<file path="config.mk">
export PLATFORM = sky130hd
export DESIGN_NAME = snoop_bus_ctrl
export DESIGN_NICKNAME = d
export VERILOG_FILES = /design/src/rtl/snoop_bus_ctrl.sv
export SDC_FILE = /design/constraint.sdc
export NUM_CORES = 1
export LEC_CHECK = 0
export ABC_CLOCK_PERIOD_IN_PS = 5710
export CORE_MARGIN = 5
export CORE_UTILIZATION = 59
export DETAILED_ROUTE_END_ITERATION = 12
export PLACE_DENSITY = 0.89
export RECOVER_POWER = 100
export SLEW_MARGIN = 20
export SYNTH_ARGS = -nofsm -noshare
export SYNTH_HDL_FRONTEND = slang
export SYNTH_SLANG_ARGS = --single-unit
</file>
<file path="constraint.sdc">
create_clock -name clock -period 5.71 [get_ports clock]
set_clock_uncertainty 0.1 [all_clocks]
set_input_delay 0.8565 -clock clock [delete_from_list [all_inputs] [get_ports clock]]
set_output_delay 0.8565 -clock clock [all_outputs]
set_load 0.02 [all_outputs]
</file>
<file path="src/rtl/snoop_bus_ctrl.sv">
// Shared snoop-bus controller for a two-cache MSI system: per-cache request FIFOs,
// round-robin arbitration, one broadcast at a time, with an optional remote write-back phase.
module snoop_bus_ctrl #(
    parameter int unsigned ADDR_W     = 8,
    parameter int unsigned BUS_CYCLES = 2,
    parameter int unsigned WB_CYCLES  = 3
) (
    input  logic                  clock,
    input  logic                  reset_n,
    input  logic [1:0]            req_valid,
    input  logic [3:0]            req_op,
    input  logic [2*ADDR_W-1:0]   req_addr,
    output logic [1:0]            req_ready,
    input  logic                  snoop_excl,
    output logic                  bus_valid,
    output logic [1:0]            bus_op,
    output logic [ADDR_W-1:0]     bus_addr,
    output logic                  bus_src,
    output logic                  bus_wb,
    output logic [1:0]            done
);

    localparam int unsigned MAX_CYC = (BUS_CYCLES > WB_CYCLES) ? BUS_CYCLES : WB_CYCLES;
    localparam int unsigned CNT_W   = $clog2(MAX_CYC + 1);
    localparam int unsigned ENT_W   = 2 + ADDR_W;

    typedef enum logic [1:0] {S_IDLE, S_BUS, S_WB, S_DONE} state_t;

    state_t                     state_q, state_d;
    logic [CNT_W-1:0]           cnt_q, cnt_d;
    logic                       excl_q, excl_d;
    logic                       last_q, last_d;
    logic [1:0]                 op_q, op_d;
    logic [ADDR_W-1:0]          addr_q, addr_d;
    logic                       src_q, src_d;
    logic                       bus_valid_d, bus_wb_d;
    logic [1:0]                 done_d;
    logic [1:0]                 pop;
    logic [1:0]                 nonempty;
    logic [1:0][ENT_W-1:0]      head;
    logic                       grant;

    // Per-cache 2-entry shift FIFO; read_hit is accepted but never stored
    for (genvar g = 0; g < 2; g++) begin : g_fifo
        logic [1:0]        cnt;
        logic [1:0]        cnt_nx;
        logic [1:0]        wr_pos;
        logic [ENT_W-1:0]  ent0, ent1;
        logic [1:0]        in_op;
        logic [ADDR_W-1:0] in_addr;
        logic              push;
        logic              rdy;

        assign in_op   = req_op[2*g +: 2];
        assign in_addr = req_addr[g*ADDR_W +: ADDR_W];
        assign push    = req_valid[g] && (cnt < 2'd2) && (in_op != 2'b10);
        assign wr_pos  = cnt - 2'(pop[g]);
        assign cnt_nx  = cnt + 2'(push) - 2'(pop[g]);

        always_ff @(posedge clock or negedge reset_n) begin
            if (!reset_n) begin
                cnt  <= 2'd0;
                ent0 <= '0;
                ent1 <= '0;
                rdy  <= 1'b1;
            end else begin
                if (pop[g]) ent0 <= ent1;
                if (push) begin
                    if (wr_pos[0]) ent1 <= {in_op, in_addr};
                    else           ent0 <= {in_op, in_addr};
                end
                cnt <= cnt_nx;
                rdy <= (cnt_nx < 2'd2);
            end
        end

        assign req_ready[g] = rdy;
        assign nonempty[g]  = (cnt != 2'd0);
        assign head[g]      = ent0;
    end

    assign grant = nonempty[~last_q] ? ~last_q : last_q;

    always_ff @(posedge clock or negedge reset_n) begin
        if (!reset_n) begin
            state_q   <= S_IDLE;
            cnt_q     <= '0;
            excl_q    <= 1'b0;
            last_q    <= 1'b1;
            op_q      <= '0;
            addr_q    <= '0;
            src_q     <= 1'b0;
            bus_valid <= 1'b0;
            bus_op    <= '0;
            bus_addr  <= '0;
            bus_src   <= 1'b0;
            bus_wb    <= 1'b0;
            done      <= '0;
        end else begin
            state_q   <= state_d;
            cnt_q     <= cnt_d;
            excl_q    <= excl_d;
            last_q    <= last_d;
            op_q      <= op_d;
            addr_q    <= addr_d;
            src_q     <= src_d;
            bus_valid <= bus_valid_d;
            bus_op    <= bus_valid_d ? op_d   : '0;
            bus_addr  <= bus_valid_d ? addr_d : '0;
            bus_src   <= bus_valid_d ? src_d  : 1'b0;
            bus_wb    <= bus_wb_d;
            done      <= done_d;
        end
    end

    // Next state plus next values of the registered bus outputs
    always_comb begin
        state_d     = state_q;
        cnt_d       = cnt_q;
        excl_d      = excl_q;
        last_d      = last_q;
        op_d        = op_q;
        addr_d      = addr_q;
        src_d       = src_q;
        pop         = 2'b00;
        bus_valid_d = 1'b0;
        bus_wb_d    = 1'b0;
        done_d      = 2'b00;
        case (state_q)
            S_IDLE: begin
                if (|nonempty) begin
                    pop[grant]  = 1'b1;
                    op_d        = head[grant][ENT_W-1 -: 2];
                    addr_d      = head[grant][ADDR_W-1:0];
                    src_d       = grant;
                    last_d      = grant;
                    cnt_d       = CNT_W'(BUS_CYCLES - 1);
                    state_d     = S_BUS;
                    bus_valid_d = 1'b1;
                end
            end
            S_BUS: begin
                excl_d      = excl_q | snoop_excl;
                bus_valid_d = 1'b1;
                if (cnt_q == '0) begin
                    // Invalidates never need the owner's data, so exclusivity is ignored
                    if (excl_d && (op_q != 2'b11)) begin
                        state_d  = S_WB;
                        cnt_d    = CNT_W'(WB_CYCLES - 1);
                        bus_wb_d = 1'b1;
                    end else begin
                        state_d        = S_DONE;
                        bus_valid_d    = 1'b0;
                        done_d[src_q]  = 1'b1;
                    end
                end else begin
                    cnt_d = cnt_q - CNT_W'(1);
                end
            end
            S_WB: begin
                bus_valid_d = 1'b1;
                bus_wb_d    = 1'b1;
                if (cnt_q == '0) begin
                    state_d       = S_DONE;
                    bus_valid_d   = 1'b0;
                    bus_wb_d      = 1'b0;
                    done_d[src_q] = 1'b1;
                end else begin
                    cnt_d = cnt_q - CNT_W'(1);
                end
            end
            S_DONE: begin
                excl_d  = 1'b0;
                state_d = S_IDLE;
            end
            default: state_d = S_IDLE;
        endcase
    end

endmodule

</file>
---- Word level (Yosys, flattened, before mapping) ----
Index checks and enable logic that the tools add are counted.
Widths: inputs -> output; s select.
word-level totals
  register bits after elaboration ......... 78
  input port bits ......................... 25
  word-level logic and storage cells ...... 116
operators by class
  add/sub/neg operators ................... 7
  order comparisons ....................... 9
  equality and inequality tests ........... 11
  mux-type cells .......................... 47
  bitwise operators ....................... 2
  reduce and logical (&&, ||, !) cells .... 19
operators by type and width
  kind                number
  $mux 10             8
  $mux 2              14
  $mux 8              3
  $mux 1              14
  $ne 2x2->1 const B  7
  $lt 2x2->1 const B  4
  $pmux 2 s4          1
  $logic_and 1x1->1   7
  $lt 1x2->1 const B  3
  $pmux 2 s3          1
  $reduce_and 2->1    3
  $reduce_bool 2->1   3
  $add 2x1->2         2
  $eq 2x2->1 const B  2
  $logic_not 2->1     2
  $pmux 1 s2          2
  $pmux 2 s2          1
  $reduce_and 4->1    1
  $sub 2x1->2         2
  $ne 3x3->1 const B  1
  $pmux 1 s3          1
  $reduce_and 3->1    1
  $reduce_bool 3->1   1
  $demux 1 s1         2
  7 further kinds     9

---- Longest topological paths before layout ----
  depth after elaboration ................. 13
  gate-level depth with buffers ........... 9
  mapped depth without buffers ............ 6

---- Least setup slack after synthesis ----
Ideal clock, no wire load.
  path type ............................... input -> register
  start point ............................. input port req_op[2]
  end point ............................... register g_fifo[1].ent1[0]
  library setup time ...................... 125 ps
  arrival time ............................ 1873 ps
  slack ................................... 3612 ps
  stages .................................. 5
  path buffers ............................ 1
  path through ............................ nand2b_1 and3b_2 nor3b_1 buf_2 mux2_2
between the ends
  word-level cells in the longest chain between the ends .. 3
RTL lines
  what                               RTL line  text
  from (decl)                        11        input logic [3:0] req_op,
  $ne 2x2->1                         56        assign push = req_valid[g] && (cnt < 2'd2) && (in_op != 2'b10);
  $logic_and 1x1->1                  56
  $reduce_and 2->1 (no source line)  n/a
  to (signal assigned)               69        if (wr_pos[0]) ent1 <= {in_op, in_addr};
  to (decl)                          48        logic [ENT_W-1:0] ent0, ent1;
Every way passes these cells.
A chain may end at the register's enable or synchronous reset.

---- Final worst setup path ----
  start point ............................. register state_q[0]
  end point ............................... register g_fifo[0].ent1[5]
between the ends
  word-level cells in the longest chain between the ends .. 4
RTL lines
  what                               RTL line  text
  from (decl)                        29        state_t state_q, state_d;
  from (signal assigned)             100       state_q <= state_d;
  $logic_not 2->1                    129       case (state_q)
  $mux 2                             129
  $sub 1x1->1                        57        assign wr_pos = cnt - 2'(pop[g]);
  $reduce_and 2->1 (no source line)  n/a
  to (signal assigned)               69
  to (decl)                          48
Every way passes these cells.

==> flow_metrics.py <==
metrics = {
    "grt": {
        "overflow": 0,
        "track_usage": 0.194,
        "grt_max_degree": 79,
        "grt_pass1_vias": 2242,
        "antenna_found_initial": 0,
        "grt_first_pass_wirelength_um": 11100,
    },
    "timing": {
        "fin_crit_ps": 3270,
        "period_share": 0.573,
        "timing.fmax_mhz": 306,
        "setup_viol": 0,
        "worst_pin_slew_ps": 1380,
        "fin_ws_ps": 2440,
        "slew_viol_final": 0,
        "finalSetupTns_ps": 0,
        "final-hold-violation-count": 0,
        "relSlewSlack": 0.0690,
        "rsz0062_at_grt": "false",
    },
    "worst_setup_path": {
        "cp_slowest_cell": "nor3_1",
        "path_delay_family": "simple AND/OR/NAND/NOR gates",
        "criticalPathCategory": "reg2reg",
        "cp_data_arrival_time_ps": 3410,
        "startpoint_type": "flip-flop",
        "endpoint_kind": "flip-flop",
        "required_ps": 5850,
        "slowest_delay_ps": 1220,
        "critPathBufInv": 2,
        "cp_cell_sequence": "inv_1 -> ha_1 -> o221a_1 -> clkbuf_1 -> nor3_1 -> mux2_2",
        "worstPathMaxFanout": 27,
    },
    "pwr": {
        "p_leak_uw": 0.00188,
        "ir_worst_vdd_v": 0.000368,
        "seqPwrFrac": 0.403,
        "switchingPower_uw": 824,
        "pwr-share-comb": 0.405,
        "swShare": 0.341,
        "internal_power_uw": 1590,
        "clkPwrFrac": 0.192,
        "p_per_area_nw_per_um2": 595,
    },
    "floorplanning": {
        "core_area_um2": 5570,
        "rows": 27,
        "start_util": 0.617,
        "ios": 42,
        "die_w_um": 86.4,
        "die_area_um2": 7460,
        "dieHeight_um": 86.4,
    },
    "min_path": {
        "hold_class": "reg2reg",
    },
    "clocking": {
        "holdBufCountCts": 0,
        "htreeDepth": 3,
        "tritoncts": "yes",
        "cts-root-buf": "clkbuf_8",
        "cts-resized-gates": 0,
        "cts_buffers": 9,
        "insertion_delay_ps": 350,
        "postCtsSetupBuffers": 0,
        "cts_buffer_depth": 2,
        "clkSinkCount": 78,
        "clk_pin_slew_ps": 90,
    },
    "outcome": {
        "run_status": "completed",
    },
    "synthesis": {
        "ys_top_cells_by_area": "dfrtp_1, mux2_2, ha_1",
        "synth_fp_nets": 286,
        "ys.flop_type": "dfrtp_1",
        "ys_warn_count": 0,
        "yosysMostFrequentCell": "dfrtp_1",
        "yosysTopAreaCell": "dfrtp_1",
        "ys_async_sr_fraction": 1.00,
        "synth_area_um2": 3440,
        "syn_avg_cell_area_um2": 13.7,
        "synth_edf_count": 0,
        "ys_types": 40,
        "syn_inst": 252,
        "ys_top_cells_by_count": "dfrtp_1, mux2_2, inv_1",
        "synth_top_area_share": 0.545,
        "yosysSeqAreaShare": 0.568,
        "synth_seq_cells": 78,
    },
    "finish": {
        "drive_above_1_share": 0.271,
        "num_antenna_cells": 0,
        "fin_cells": 371,
        "n_fill_cell": 366,
        "areaGrowthSynthToFinish_pct": 18.0,
        "finalNetCount": 328,
        "seqCellArea_um2": 1960,
        "multi_input_area_um2": 1290,
    },
    "route": {
        "firstDrtPassIters": 4,
        "num_vias": 2085,
        "routedWlPerCell_um": 17.2,
        "vias_per_cell": 5.62,
        "ant_nets": 0,
        "drc_errors": 0,
        "drt_iter0_markers": 143,
        "wirelength_um": 6400,
    },
    "placed_design": {
        "io_buffer_count": 41,
        "dp.cells": 355,
        "place_congestion": 0.736,
        "hpwl_um": 4450,
        "place_ws_ps": 2920,
    },
    "job": {
        "drv_cap": 0,
    },
}
==> power by group through the flow <==
| stage | logic, uW | clock network (uW) | registers, uW |
|---|---|---|---|
| CTS | 1020 | 470 | 974 |
| global route | 1100 | 501 | 1000 |
| finish | 977 | 463 | 973 |
| global placement | 956 | 0 | 964 |
| floorplan | 789 | 0 | 956 |
| detailed placement | 1010 | 0 | 983 |
==> layout by cell type, fill, tap and decap left out, drive strengths merged, types with 2 or more instances in the layout <==
cell type / count
inv: 21
and2: 2
nor2b: 2
clkinvlp: 2
o21ai: 4
nand2b: 3
clkbuf: 12
nand2: 2
mux2i: 2
xnor2: 3
bufinv: 2
dlygate4sd3: 18
nor2: 16
dfstp: 3
xor2: 3
clkdlybuf4s50: 22
mux2: 62
ha: 9
dfrtp: 75
and3b: 2
a222oi: 10
a21oi: 4
o2bb2ai: 2
nor3: 3
==> registers in the layout, summed over array words and instances, names as in the netlist, 4 cells and up <==
name         count
bus_addr         8
g_fifo.ent1     20
g_fifo.ent0     20
g_fifo.cnt       4
addr_q           8
==> metal layers <==
layer / part of all wire / GRT usage
met3: 0.034 / 0.0390
met2: 0.49 / 0.309
met5: 0 / 0
met4: 0.016 / 0.0850
met1: 0.46 / 0.260
==> layout make-up <==
cell class	count	share of cell area
clock buffers	10	0.0339
multi-input cells	142	0.318
well taps	72	0.0222
inverters	20	0.0185
flip-flops and latches	78	0.482
clock inverters	6	0.0228
repair buffers	43	0.102
==> cells by family after synthesis <==
| logic type | synth area share |
|---|---|
| buffers and inverters | 0.0516 |
| xor gates and xnor gates | 0.0153 |
| AOI/OAI and AO/OA | 0.0716 |
| muxes | 0.209 |
| adders and majority gates | 0.0327 |
| DFF | 0.568 |
| and+or+nand+nor | 0.0516 |
==> worst paths after layout <==
kind,start,endpoint,slack (ps),depth (start not counted)
max,state_q[0]$_DFFE_PN0P_,g_fifo[0].ent1[5]$_DFFE_PN0P_,2440,6
min,src_q$_DFF_PN0_,done[0]$_DFF_PN0_,330,1
max reg2reg,state_q[0]$_DFFE_PN0P_,g_fifo[0].ent1[5]$_DFFE_PN0P_,2440,6
min reg2reg,src_q$_DFF_PN0_,done[0]$_DFF_PN0_,330,1
max in group asynchronous,reset_n,cnt_q[0]$_DFFE_PN0P_,4340,1
min in group asynchronous,reset_n,state_q[1]$_DFFE_PN0P_,530,1
==> through the flow <==
step	utilization	hold WS (ps)	power, uW	cell area, um2
after global placement	0.691	319	1920	3850
after detailed placement	0.691	324	1990	3850
final	0.728	330	2410	4060
after floorplan	-	302	1750	3440
after global routing	0.728	368	2600	4060
after CTS	0.732	335	2460	4080
Note: power is estimated with default switching activity, not from simulation.
